<file path="src/rtl/rom_boot_loader_pkg.sv">
// Shared types for the ROM boot loader: FSM state encoding and error codes.
package rom_boot_loader_pkg;

  typedef enum logic [2:0] {
    ST_IDLE,
    ST_LEN_HI,
    ST_LEN_LO,
    ST_DATA_HI,
    ST_DATA_LO,
    ST_CSUM,
    ST_DONE,
    ST_ERROR
  } state_e;

  localparam logic [1:0] ERR_NONE    = 2'b00;
  localparam logic [1:0] ERR_LEN     = 2'b01;
  localparam logic [1:0] ERR_CSUM    = 2'b10;
  localparam logic [1:0] ERR_TIMEOUT = 2'b11;

  // States in which the loader is consuming bytes from the host link.
  function automatic logic is_rx(state_e s);
    return s inside {ST_LEN_HI, ST_LEN_LO, ST_DATA_HI, ST_DATA_LO, ST_CSUM};
  endfunction

endpackage

</file>
<file path="src/rtl/rom_boot_loader_if.sv">
// Host byte link, ROM write port and CPU/status signals of the boot loader.
interface rom_boot_loader_if #(parameter int ADDR_W = 15);
  import rom_boot_loader_pkg::*;

  logic              start;
  logic [7:0]        byte_in;
  logic              byte_valid;
  logic              byte_ready;
  logic              rom_we;
  logic [ADDR_W-1:0] rom_addr;
  logic [15:0]       rom_wdata;
  logic              cpu_rst_n;
  logic              busy;
  logic              done;
  logic              err;
  logic [1:0]        err_code;

  modport master (
    output start, byte_in, byte_valid,
    input  byte_ready, rom_we, rom_addr, rom_wdata,
    input  cpu_rst_n, busy, done, err, err_code
  );

  modport slave (
    input  start, byte_in, byte_valid,
    output byte_ready, rom_we, rom_addr, rom_wdata,
    output cpu_rst_n, busy, done, err, err_code
  );
endinterface

</file>
<file path="src/rtl/rom_boot_loader_timeout_timer.sv">
// Idle-cycle counter: flags the cycle in which TIMEOUT idle cycles have elapsed.
module boot_timeout_timer #(
  parameter int TIMEOUT = 1_000_000
) (
  input  logic clk,
  input  logic rst_n,
  input  logic clear_i,
  input  logic enable_i,
  output logic expired_o
);
  localparam int CW = $clog2(TIMEOUT + 1);

  logic [CW-1:0] cnt_q, cnt_d;

  assign expired_o = enable_i && (cnt_q == CW'(TIMEOUT - 1));

  always_comb begin
    cnt_d = cnt_q;
    if (clear_i)       cnt_d = '0;
    else if (enable_i) cnt_d = cnt_q + CW'(1);
  end

  always_ff @(posedge clk or negedge rst_n) begin
    if (!rst_n) cnt_q <= '0;
    else        cnt_q <= cnt_d;
  end
endmodule

</file>
<file path="src/rtl/rom_boot_loader.sv">
// Loads a length-prefixed, checksummed byte stream into the instruction ROM and
// releases the CPU from reset only after a complete, verified image.
module rom_boot_loader
  import rom_boot_loader_pkg::*;
#(
  parameter int ADDR_W  = 15,
  parameter int TIMEOUT = 1_000_000
) (
  input logic              clk,
  input logic              rst_n,
  rom_boot_loader_if.slave bus
);
  localparam int DEPTH = 2 ** ADDR_W;

  state_e            state_q, state_d;
  logic [1:0]        code_q, code_d;
  logic [7:0]        hi_q, sum_q;
  logic [ADDR_W-1:0] idx_q, last_q, addr_q;
  logic [15:0]       wdata_q;
  logic              we_q, ready_q, busy_q, done_q, err_q, cpu_rst_n_q;

  logic        rx, xfer, tmo, len_bad;
  logic [15:0] len_w;

  assign rx      = is_rx(state_q);
  assign xfer    = ready_q && bus.byte_valid;
  assign len_w   = {hi_q, bus.byte_in};
  assign len_bad = (len_w == 16'd0) || (17'(len_w) > 17'(DEPTH));

  boot_timeout_timer #(.TIMEOUT(TIMEOUT)) u_timer (
    .clk      (clk),
    .rst_n    (rst_n),
    .clear_i  (!rx || xfer),
    .enable_i (rx && !xfer),
    .expired_o(tmo)
  );

  always_comb begin
    state_d = state_q;
    code_d  = code_q;
    case (state_q)
      ST_IDLE, ST_DONE, ST_ERROR:
        if (bus.start) begin
          state_d = ST_LEN_HI;
          code_d  = ERR_NONE;
        end
      ST_LEN_HI:  if (xfer) state_d = ST_LEN_LO;
      ST_LEN_LO:
        if (xfer) begin
          if (len_bad) begin
            state_d = ST_ERROR;
            code_d  = ERR_LEN;
          end else begin
            state_d = ST_DATA_HI;
          end
        end
      ST_DATA_HI: if (xfer) state_d = ST_DATA_LO;
      ST_DATA_LO: if (xfer) state_d = (idx_q == last_q) ? ST_CSUM : ST_DATA_HI;
      ST_CSUM:
        if (xfer) begin
          if (bus.byte_in == sum_q) begin
            state_d = ST_DONE;
          end else begin
            state_d = ST_ERROR;
            code_d  = ERR_CSUM;
          end
        end
      default: state_d = ST_IDLE;
    endcase
    // A transfer in the expiry cycle takes precedence over the timeout.
    if (rx && !xfer && tmo) begin
      state_d = ST_ERROR;
      code_d  = ERR_TIMEOUT;
    end
  end

  always_ff @(posedge clk or negedge rst_n) begin
    if (!rst_n) begin
      state_q     <= ST_IDLE;
      code_q      <= ERR_NONE;
      ready_q     <= 1'b0;
      busy_q      <= 1'b0;
      done_q      <= 1'b0;
      err_q       <= 1'b0;
      cpu_rst_n_q <= 1'b0;
      we_q        <= 1'b0;
      addr_q      <= '0;
      wdata_q     <= '0;
      idx_q       <= '0;
      last_q      <= '0;
      hi_q        <= '0;
      sum_q       <= '0;
    end else begin
      state_q     <= state_d;
      code_q      <= code_d;
      ready_q     <= is_rx(state_d);
      busy_q      <= is_rx(state_d);
      done_q      <= (state_d == ST_DONE);
      err_q       <= (state_d == ST_ERROR);
      cpu_rst_n_q <= (state_d == ST_DONE);
      we_q        <= 1'b0;

      if (!rx && bus.start) begin
        idx_q  <= '0;
        addr_q <= '0;
        sum_q  <= '0;
      end

      if (xfer) begin
        case (state_q)
          ST_LEN_HI:  hi_q   <= bus.byte_in;
          ST_LEN_LO:  last_q <= ADDR_W'(len_w - 16'd1);
          ST_DATA_HI: begin
            hi_q  <= bus.byte_in;
            sum_q <= sum_q + bus.byte_in;
          end
          ST_DATA_LO: begin
            we_q    <= 1'b1;
            addr_q  <= idx_q;
            wdata_q <= {hi_q, bus.byte_in};
            sum_q   <= sum_q + bus.byte_in;
            // Holding the index on the last word keeps a full-depth image from wrapping.
            if (idx_q != last_q) idx_q <= idx_q + ADDR_W'(1);
          end
          default: ;
        endcase
      end
    end
  end

  assign bus.byte_ready = ready_q;
  assign bus.busy       = busy_q;
  assign bus.done       = done_q;
  assign bus.err        = err_q;
  assign bus.err_code   = code_q;
  assign bus.cpu_rst_n  = cpu_rst_n_q;
  assign bus.rom_we     = we_q;
  assign bus.rom_addr   = addr_q;
  assign bus.rom_wdata  = wdata_q;
endmodule

</file>
<file path="src/flat_wrapper.sv">
// flat-port wrapper written by rule: the top's interface ports become plain ports
module rom_boot_loader_flat import rom_boot_loader_pkg::*;
#(
  parameter int ADDR_W  = 15,
  parameter int TIMEOUT = 1_000_000
)
  (clk, rst_n, bus_start, bus_byte_in, bus_byte_valid, bus_byte_ready, bus_rom_we, bus_rom_addr, bus_rom_wdata, bus_cpu_rst_n, bus_busy, bus_done, bus_err, bus_err_code);
  rom_boot_loader_if #(.ADDR_W(ADDR_W)) bus_i ();
  input logic clk;
  input logic rst_n;
  input wire logic [$bits(bus_i.start)-1:0] bus_start;
  input wire logic [$bits(bus_i.byte_in)-1:0] bus_byte_in;
  input wire logic [$bits(bus_i.byte_valid)-1:0] bus_byte_valid;
  output wire logic [$bits(bus_i.byte_ready)-1:0] bus_byte_ready;
  output wire logic [$bits(bus_i.rom_we)-1:0] bus_rom_we;
  output wire logic [$bits(bus_i.rom_addr)-1:0] bus_rom_addr;
  output wire logic [$bits(bus_i.rom_wdata)-1:0] bus_rom_wdata;
  output wire logic [$bits(bus_i.cpu_rst_n)-1:0] bus_cpu_rst_n;
  output wire logic [$bits(bus_i.busy)-1:0] bus_busy;
  output wire logic [$bits(bus_i.done)-1:0] bus_done;
  output wire logic [$bits(bus_i.err)-1:0] bus_err;
  output wire logic [$bits(bus_i.err_code)-1:0] bus_err_code;
  assign bus_i.start = bus_start;
  assign bus_i.byte_in = bus_byte_in;
  assign bus_i.byte_valid = bus_byte_valid;
  assign bus_byte_ready = bus_i.byte_ready;
  assign bus_rom_we = bus_i.rom_we;
  assign bus_rom_addr = bus_i.rom_addr;
  assign bus_rom_wdata = bus_i.rom_wdata;
  assign bus_cpu_rst_n = bus_i.cpu_rst_n;
  assign bus_busy = bus_i.busy;
  assign bus_done = bus_i.done;
  assign bus_err = bus_i.err;
  assign bus_err_code = bus_i.err_code;
  rom_boot_loader #(.ADDR_W(ADDR_W), .TIMEOUT(TIMEOUT)) u_core (.clk(clk), .rst_n(rst_n), .bus(bus_i));
endmodule
</file>
<file path="config.mk">
export PLATFORM = sky130hd
export DESIGN_NAME = rom_boot_loader_flat
export DESIGN_NICKNAME = d
export VERILOG_FILES = /design/src/rtl/rom_boot_loader_pkg.sv /design/src/rtl/rom_boot_loader_if.sv /design/src/rtl/rom_boot_loader_timeout_timer.sv /design/src/rtl/rom_boot_loader.sv /design/src/flat_wrapper.sv
export SDC_FILE = /design/constraint.sdc
export NUM_CORES = 1
export LEC_CHECK = 0
export ABC_AREA = 0
export BUFFER_PORTS_ARGS = -buffer_cell sky130_fd_sc_hd__buf_2
export CORE_UTILIZATION = 30
export CTS_BUF_LIST = sky130_fd_sc_hd__clkbuf_8
export DETAILED_ROUTE_END_ITERATION = 8
export HOLD_SLACK_MARGIN = 0.15
export PLACE_DENSITY = 0.53
export REMOVE_ABC_BUFFERS = 1
export SLEW_MARGIN = 10
export SYNTH_ARGS = -nofsm -noshare
export SYNTH_HDL_FRONTEND = slang
export SYNTH_SLANG_ARGS = --single-unit
</file>
<file path="constraint.sdc">
create_clock -name clk -period 2.7 [get_ports clk]
set_clock_uncertainty 0.15 [all_clocks]
set_input_delay 0.54 -clock clk [delete_from_list [all_inputs] [get_ports clk]]
set_output_delay 0.54 -clock clk [all_outputs]
set_load 0.1 [all_outputs]
</file>
==> reports/results.tsv, run 1 <==
stage	metric	value	unit
grt	largest_net_degree_at_the_start_of_global_routing	42	
worst_setup_path	endpoint_kind	register	
route	num_vias	4269	
timing	worst_slew_margin_rel	0.608	
synthesis	synthTopCellsByArea	sky130_fd_sc_hd__dfrtp_1 50%, sky130_fd_sc_hd__nand2_1 8.6%, sky130_fd_sc_hd__xor2_1 5.7%, sky130_fd_sc_hd__o21ai_0 3.7%, sky130_fd_sc_hd__nand3_1 3.3%	
finish	final_nets	667	
synthesis	yosysTopAreaCell	sky130_fd_sc_hd__dfrtp_1	
worst_setup_path	criticalPathCategory	reg -> reg	
worst_setup_path	path_max_fanout	4	
floorplan	initial_utilization	0.308	
route	drt-wirelength-per-cell	14.8	um
synthesis	yosys.area.top_type_share	0.496	
floorplan	design.die.area	0.0183	mm2
cts	numCtsBuffers	9	
worst_setup_path	critical_path.slowest_cell	sky130_fd_sc_hd__or4_4	
floorplan	num_io_pins	51	
route	remaining_drc_errors	0	
hold_path	class_of_the_most_critical_hold_timing_path	reg -> reg	
placement	place.detailed.hpwl	9340	um
finish	proportion_of_layout_cells_with_a_drive_suffix_above_1	0.171	
timing	setup_viol	0	
grt	first_global_vias	4128	
finish	postLayoutCoreUtil	0.360	
worst_setup_path	cp.required	2.82	ns
worst_setup_path	crit-reg2reg-launch	u_core.sum_q[4]	
worst_setup_path	timing.critical_path.from	u_core.sum_q[4]	
worst_setup_path	critical-path-max-stage-delay	0.43	ns
synthesis	netlist_instances	578	
cts	h-tree-depth	3	
cts	clock_sinks	106	
placement	gp_routability_congestion	0.906	
synthesis	yosysSeqAreaShare	0.496	
cts	cts.repair_timing.setup_buffer_count	0	
floorplan	rows	48	
worst_setup_path	cp_cell_sequence	ha_1, nor4_2, a41oi_1, or4_4, or3_1, o211a_1	
floorplan	dieWidth	135	um
cts	clock_tree.buffer_depth	2	
cts	clock_tree_from_tritoncts	built	
pwr	combPwrFrac	0.478	
finish	flow.area_growth_from_synthesis	17.0	%
finish	diode_insertion_count_for_antenna_repair	0	
synthesis	postSynthAreaPerCell	9.24	um2
worst_setup_path	start_kind	register	
synthesis	postSynth.topFlopCell	sky130_fd_sc_hd__dfrtp_1	
synthesis	mapped_area	0.00534	mm2
pwr	relative_contribution_of_the_clock_network_to_total_power	0.158	
grt	grt.total_usage	0.150	
timing	part_of_the_cycle_the_worst_path_needs	0.935	
route	drtIter0Drc	321	
timing	totalNegativeSetupSlack	0	ns
pwr	switching_share	0.495	
synthesis	ys_warn_count	0	
grt	gr-total-overflow	0	
timing	slew_worst_pin	0.586	ns
pwr	design_power_total	0.00642	W
hold_path	min_delay_src	u_core.bus.rom_wdata[4]	
worst_setup_path	path_buf_inv	0	
pwr	max-vdd-ir-drop	0.000707	V
timing	max_freq	396	MHz
cts	clock_insertion_delay_worst_skew	0.38	ns
timing	whs	0.331	ns
job	maxCapViolations	0	
timing	period_minus_slack	2.52	ns
pwr	cellPowerDensity	1030	mW/mm2
pwr	intPower	0.00324	W
synthesis	count_of_flip_flops_with_a_built_in_enable_after_synthesis	0	
route	drt.antenna.violating_nets	0	
route	routed_wl	12900	um
floorplan	core_area	0.0174	mm2
outcome	status	complete, no violations	
cts	clk_transition_reported_paths	0.11	ns
synthesis	ys_seq_elements	106	
route	number_of_iterations_in_the_first_detailed_routing_pass	4	
synthesis	synth_common_cells	122 x sky130_fd_sc_hd__nand2_1, 106 x sky130_fd_sc_hd__dfrtp_1, 44 x sky130_fd_sc_hd__nor2_1	
pwr	leakagePower	3.04	nW
floorplan	die_height	135	um
pwr	power_switching	0.00318	W
grt	global_route_wire_length_before_repair	21200	um
route	vias_per_cell	4.88	
timing	grt_setup_unrepaired	no	
finish	layout.filler_cells	1787	
worst_setup_path	critical_path.top_delay_family	simple AND/OR/NAND/NOR gates	
synthesis	ys_async_sr_fraction	1.00	
placement	place_ws	-0.222	ns
synthesis	ys_types	57	
timing	slew_violations	0	
timing	final.setup.worst_slack	0.176	ns
worst_setup_path	worst-endpoint-arrival	2.64	ns
grt	number_of_antenna_violations_at_the_first_check_in_global_routing	0	
synthesis	synth_most_common_cell	sky130_fd_sc_hd__nand2_1	
cts	cts-root-buf	sky130_fd_sc_hd__clkbuf_8	
timing	report.final.hold_viol_count	0	
pwr	power.share.sequential	0.364	
placement	place.port_buffers	50	
[state kept, by name, summed over array words and instances (netlist names), 2 cells and up]
name	count
u_core.u_timer.cnt_q	20
u_core.bus.rom_wdata	16
u_core.bus.rom_addr	15
u_core.idx_q	15
u_core.last_q	15
u_core.hi_q	8
u_core.sum_q	8
u_core.state_q	3
u_core.bus.err_code	2
[tightest hold or removal path: cells and delay by family (launching register included)]
family	cells	cell delay [ns]
simple gates	2	0.10
flops	1	0.35
[layout by cell type, fill, tap and decap left out, types with 3 or more instances in the layout]
cell type | Yosys | layout
sky130_fd_sc_hd__nand2_1 | 122 | 122
sky130_fd_sc_hd__dfrtp_1 | 106 | 106
sky130_fd_sc_hd__buf_2 | 4 | 49
sky130_fd_sc_hd__nor2_1 | 44 | 44
sky130_fd_sc_hd__o21ai_0 | 40 | 40
sky130_fd_sc_hd__xor2_1 | 35 | 35
sky130_fd_sc_hd__nand3_1 | 35 | 35
sky130_fd_sc_hd__buf_4 | 2 | 31
sky130_fd_sc_hd__inv_1 | 14 | 15
sky130_fd_sc_hd__xnor2_1 | 14 | 14
sky130_fd_sc_hd__nor3_1 | 11 | 11
sky130_fd_sc_hd__a21oi_1 | 10 | 10
sky130_fd_sc_hd__ha_1 | 10 | 10
sky130_fd_sc_hd__nor4_1 | 10 | 9
sky130_fd_sc_hd__clkbuf_8 | 0 | 9
sky130_fd_sc_hd__and3_1 | 8 | 8
sky130_fd_sc_hd__mux2i_1 | 8 | 8
sky130_fd_sc_hd__mux2_2 | 8 | 8
sky130_fd_sc_hd__nand4_1 | 6 | 6
sky130_fd_sc_hd__nor2b_1 | 5 | 5
sky130_fd_sc_hd__or3_1 | 5 | 5
sky130_fd_sc_hd__a22o_1 | 4 | 4
sky130_fd_sc_hd__and2_1 | 3 | 3
sky130_fd_sc_hd__o22ai_1 | 3 | 3
sky130_fd_sc_hd__a21o_1 | 3 | 3
sky130_fd_sc_hd__a21boi_0 | 3 | 3
sky130_fd_sc_hd__buf_12 | 0 | 3
[layer usage]
layer / vias up / routed length [um] / track usage
li1: 2106 / - / -
met1: 2049 / 6220 / 0.201
met2: 93 / 5850 / 0.234
met3: 21 / 599 / 0.0325
met4: 0 / 249 / 0.0605
met5: - / 0 / 0
[power by group through the flow]
stage | sequential (W) | combinational [W] | clock [W]
3_3_place_gp | 0.00236 | 0.00301 | 0
3_5_place_dp | 0.00237 | 0.00306 | 0
4_1_cts | 0.00234 | 0.00307 | 0.00108
5_1_grt | 0.00239 | 0.00330 | 0.00112
2_1_floorplan | 0.00351 | 0.00111 | 0
6_report | 0.00234 | 0.00307 | 0.00102
[area by class of cell]
type	count	area (um2)	share of cell area
inverter	15	56.3	0.00901
timing repair buffer	84	548	0.0877
tap	225	282	0.0450
sequential	106	2650	0.424
multi-input combinational	428	2510	0.402
clock inverter	7	77.6	0.0124
clock buffer	9	124	0.0198
[repair_timing]
item | CTS | global route
hold endpoints to repair | 37 | 0
setup endpoints to repair | 0 | 1
hold buffers | 1 | 0
gates resized for setup | 0 | 1
[kinds of logic (layout without fill, tap and decap cells)]
group | count (synthesis) | in the layout | synth area share
flip-flops | 106 | 106 | 0.496
AO/OA/AOI/OAI | 90 | 90 | 0.107
buffers and inverters | 44 | 115 | 0.0347
multiplexers | 16 | 16 | 0.0319
adder cells (fa/ha/maj) | 11 | 11 | 0.0272
AND/OR/NAND/NOR | 262 | 262 | 0.222
XOR/XNOR | 49 | 49 | 0.0803
[metrics by stage]
step / instance area [um2] / std cells
3_3_place_gp: 6030 / 857
5_1_grt: 6250 / 874
4_1_cts: 6240 / 874
2_1_floorplan: 5210 / 549
6_report: 6250 / 874
3_5_place_dp: 6030 / 857
[final timing paths]
path / endpoint / slack, ns / cells after the start
setup / recovery: u_core.bus.byte_ready / 0.18 / 6
hold / removal: u_core.bus.rom_wdata[4] / 0.33 / 2
setup reg to reg: u_core.bus.byte_ready / 0.18 / 6
hold reg to reg: u_core.bus.rom_wdata[4] / 0.33 / 2
max in group asynchronous: u_core.hi_q[3] / 1.27 / 3
min in group asynchronous: u_core.u_timer.cnt_q[14] / 0.52 / 2
Power figures use the tool's default switching activity.
==> run 2, diff against run 1 <==
- GPL_TIMING_DRIVEN: default -> 0
==> run 2 against run 1 <==
  * Non-clock buffer count decreased by 24
  * Total power rose by 1.1%
  * Clock-buffer cell count up 1
  * Via count fell by 1.4%
  * Global-route usage decreased by 0.053 points
  * Final cell count down 2.5%
==> reports/results.tsv, run 2 (synthesis results as in run 1) <==
stage	metric	value	unit
timing	period_minus_slack	2.57	ns
worst_setup_path	ff2ff_setup_slack	0.13	ns
floorplan	num_io_pins	51	
finish	layout.cells.most_common_list	121 x sky130_fd_sc_hd__nand2_1, 104 x sky130_fd_sc_hd__dfrtp_1, 49 x sky130_fd_sc_hd__buf_2, 43 x sky130_fd_sc_hd__nor2_1, 40 x sky130_fd_sc_hd__o21ai_0	
cts	clock_tree_from_tritoncts	built	
grt	global_route_wire_length_before_repair	21300	um
job	maxCapViolations	0	
route	num_vias	4209	
floorplan	dieWidth	135	um
timing	grt_setup_unrepaired	no	
placement	place.detailed.hpwl	8490	um
worst_setup_path	worst-endpoint-arrival	2.70	ns
cts	h-tree-depth	3	
worst_setup_path	start_kind	register	
route	number_of_iterations_in_the_first_detailed_routing_pass	4	
route	routed_wl	12700	um
grt	largest_net_degree_at_the_start_of_global_routing	58	
cts	numCtsBuffers	9	
pwr	max-vdd-ir-drop	0.000710	V
grt	number_of_antenna_violations_at_the_first_check_in_global_routing	0	
worst_setup_path	endpoint_kind	register	
worst_setup_path	critical_path.slowest_cell	sky130_fd_sc_hd__or4_4	
route	vias_per_cell	4.94	
grt	grt.total_usage	0.149	
hold_path	class_of_the_most_critical_hold_timing_path	in -> reg	
placement	gp_routability_congestion	0.856	
pwr	leakagePower	2.95	nW
grt	gr-total-overflow	0	
worst_setup_path	cp_cell_sequence	or2_4, o211ai_4, nor4_1, or4_4, or3_1, o211a_1	
grt	first_global_vias	4134	
finish	leading_cell_type_in_the_layout_fill_and_taps_excluded	sky130_fd_sc_hd__nand2_1	
timing	report.final.hold_viol_count	0	
outcome	status	complete, no violations	
timing	max_freq	389	MHz
finish	proportion_of_layout_cells_with_a_drive_suffix_above_1	0.159	
route	drt.antenna.violating_nets	0	
finish	flow.area_growth_from_synthesis	15.3	%
floorplan	initial_utilization	0.308	
worst_setup_path	criticalPathCategory	reg -> reg	
worst_setup_path	path_max_fanout	9	
pwr	cellPowerDensity	1050	mW/mm2
finish	largest-register	u_core.u_timer.cnt_q	
worst_setup_path	critical-path-max-stage-delay	0.58	ns
route	drt-wirelength-per-cell	14.9	um
placement	place.port_buffers	50	
cts	clk_transition_reported_paths	0.10	ns
placement	dpl_cell_area	0.00579	mm2
cts	clock_insertion_delay_worst_skew	0.39	ns
floorplan	core_area	0.0174	mm2
route	drtIter0Drc	193	
timing	setup_viol	0	
floorplan	die_height	135	um
cts	cts-root-buf	sky130_fd_sc_hd__clkbuf_8	
timing	slew_violations	0	
timing	worst_slew_margin_rel	0.420	
finish	finalInstanceArea	0.00616	mm2
finish	diode_insertion_count_for_antenna_repair	0	
finish	largest_register_ffs	20	
floorplan	rows	48	
floorplan	design.die.area	0.0183	mm2
finish	final_nets	646	
timing	part_of_the_cycle_the_worst_path_needs	0.952	
cts	clock_tree.buffer_depth	2	
route	remaining_drc_errors	0	
cts	clock_sinks	106	
placement	place_ws	-1.68	ns
worst_setup_path	cp.required	2.83	ns
timing	slew_worst_pin	0.862	ns
pwr	design_power_total	0.00649	W
timing	final.setup.worst_slack	0.130	ns
run 2: changes by cell type in the layout (fill, tap and decap cells not counted), sizes merged:
cell      delta
buf         -24
bufinv       +1
clkbuf       +1
clkinv       -1
clkinvlp     -1
inv          -1
nand2        +1
o211ai       +1
o21ai        +1
run 2: worst max-delay path: cells and delay by family, from the launching register on:
kind            cells  cell delay (ns)
compound gates      2             0.43
flops               1             0.50
simple gates        4             1.40
run 2: power by group:
part	internal, W	total, W	switching [W]
logic	0.000775	0.00303	0.00225
registers	0.00199	0.00236	0.000372
clock network	0.000542	0.00110	0.000559
run 2: cell type report:
class,instances,area [um2]
clock buffer,10,138
fill,1747,11200
multi-input combinational,431,2590
inverter,15,61.3
tap,225,282
timing repair buffer,60,354
clock inverter,5,77.6
sequential,106,2660
run 2: timing repair:
item | 4_1_cts | 5_1_grt
pin swaps | 2 | 2
hold buffers | 1 | 0
endpoints found under the hold margin | 49 | 0
gates resized for setup | 8 | 7
setup endpoints to repair | 46 | 14
setup buffers | 1 | 7
cloned | 2 | 1
run 2: routing by layer:
metal	up-vias	track usage	wire length, um	share of wire
met5	-	0	0	0
met4	0	0.0549	189	0.015
met3	13	0.0284	604	0.048
met2	92	0.236	5760	0.45
met1	2023	0.202	6120	0.48
li1	2081	-	-	-
run 2: per-stage QoR:
step	setup TNS, ns	utilization	std cells	hold slack (ns)
2_1_floorplan	-63.53	-	549	0.0944
3_3_place_gp	-104.53	0.331	824	0.307
3_5_place_dp	-40.98	0.333	825	0.308
4_1_cts	-0.0282	0.350	844	0.266
5_1_grt	0	0.355	852	0.284
6_report	0	0.355	852	0.274
run 2: path summary, 6_finish.rpt:
kind	depth (start not counted)	endpoint	start
worst max-delay path	6	u_core.bus.byte_ready	u_core.state_q[0]
worst min-delay path	2	u_core.last_q[0]	bus_byte_in[0]
worst max register to register	6	u_core.bus.byte_ready	u_core.state_q[0]
worst min register to register	2	u_core.bus.rom_wdata[12]	u_core.bus.rom_wdata[12]
max in group asynchronous	3	u_core.state_q[1]	rst_n
min in group asynchronous	2	u_core.bus.byte_ready	rst_n
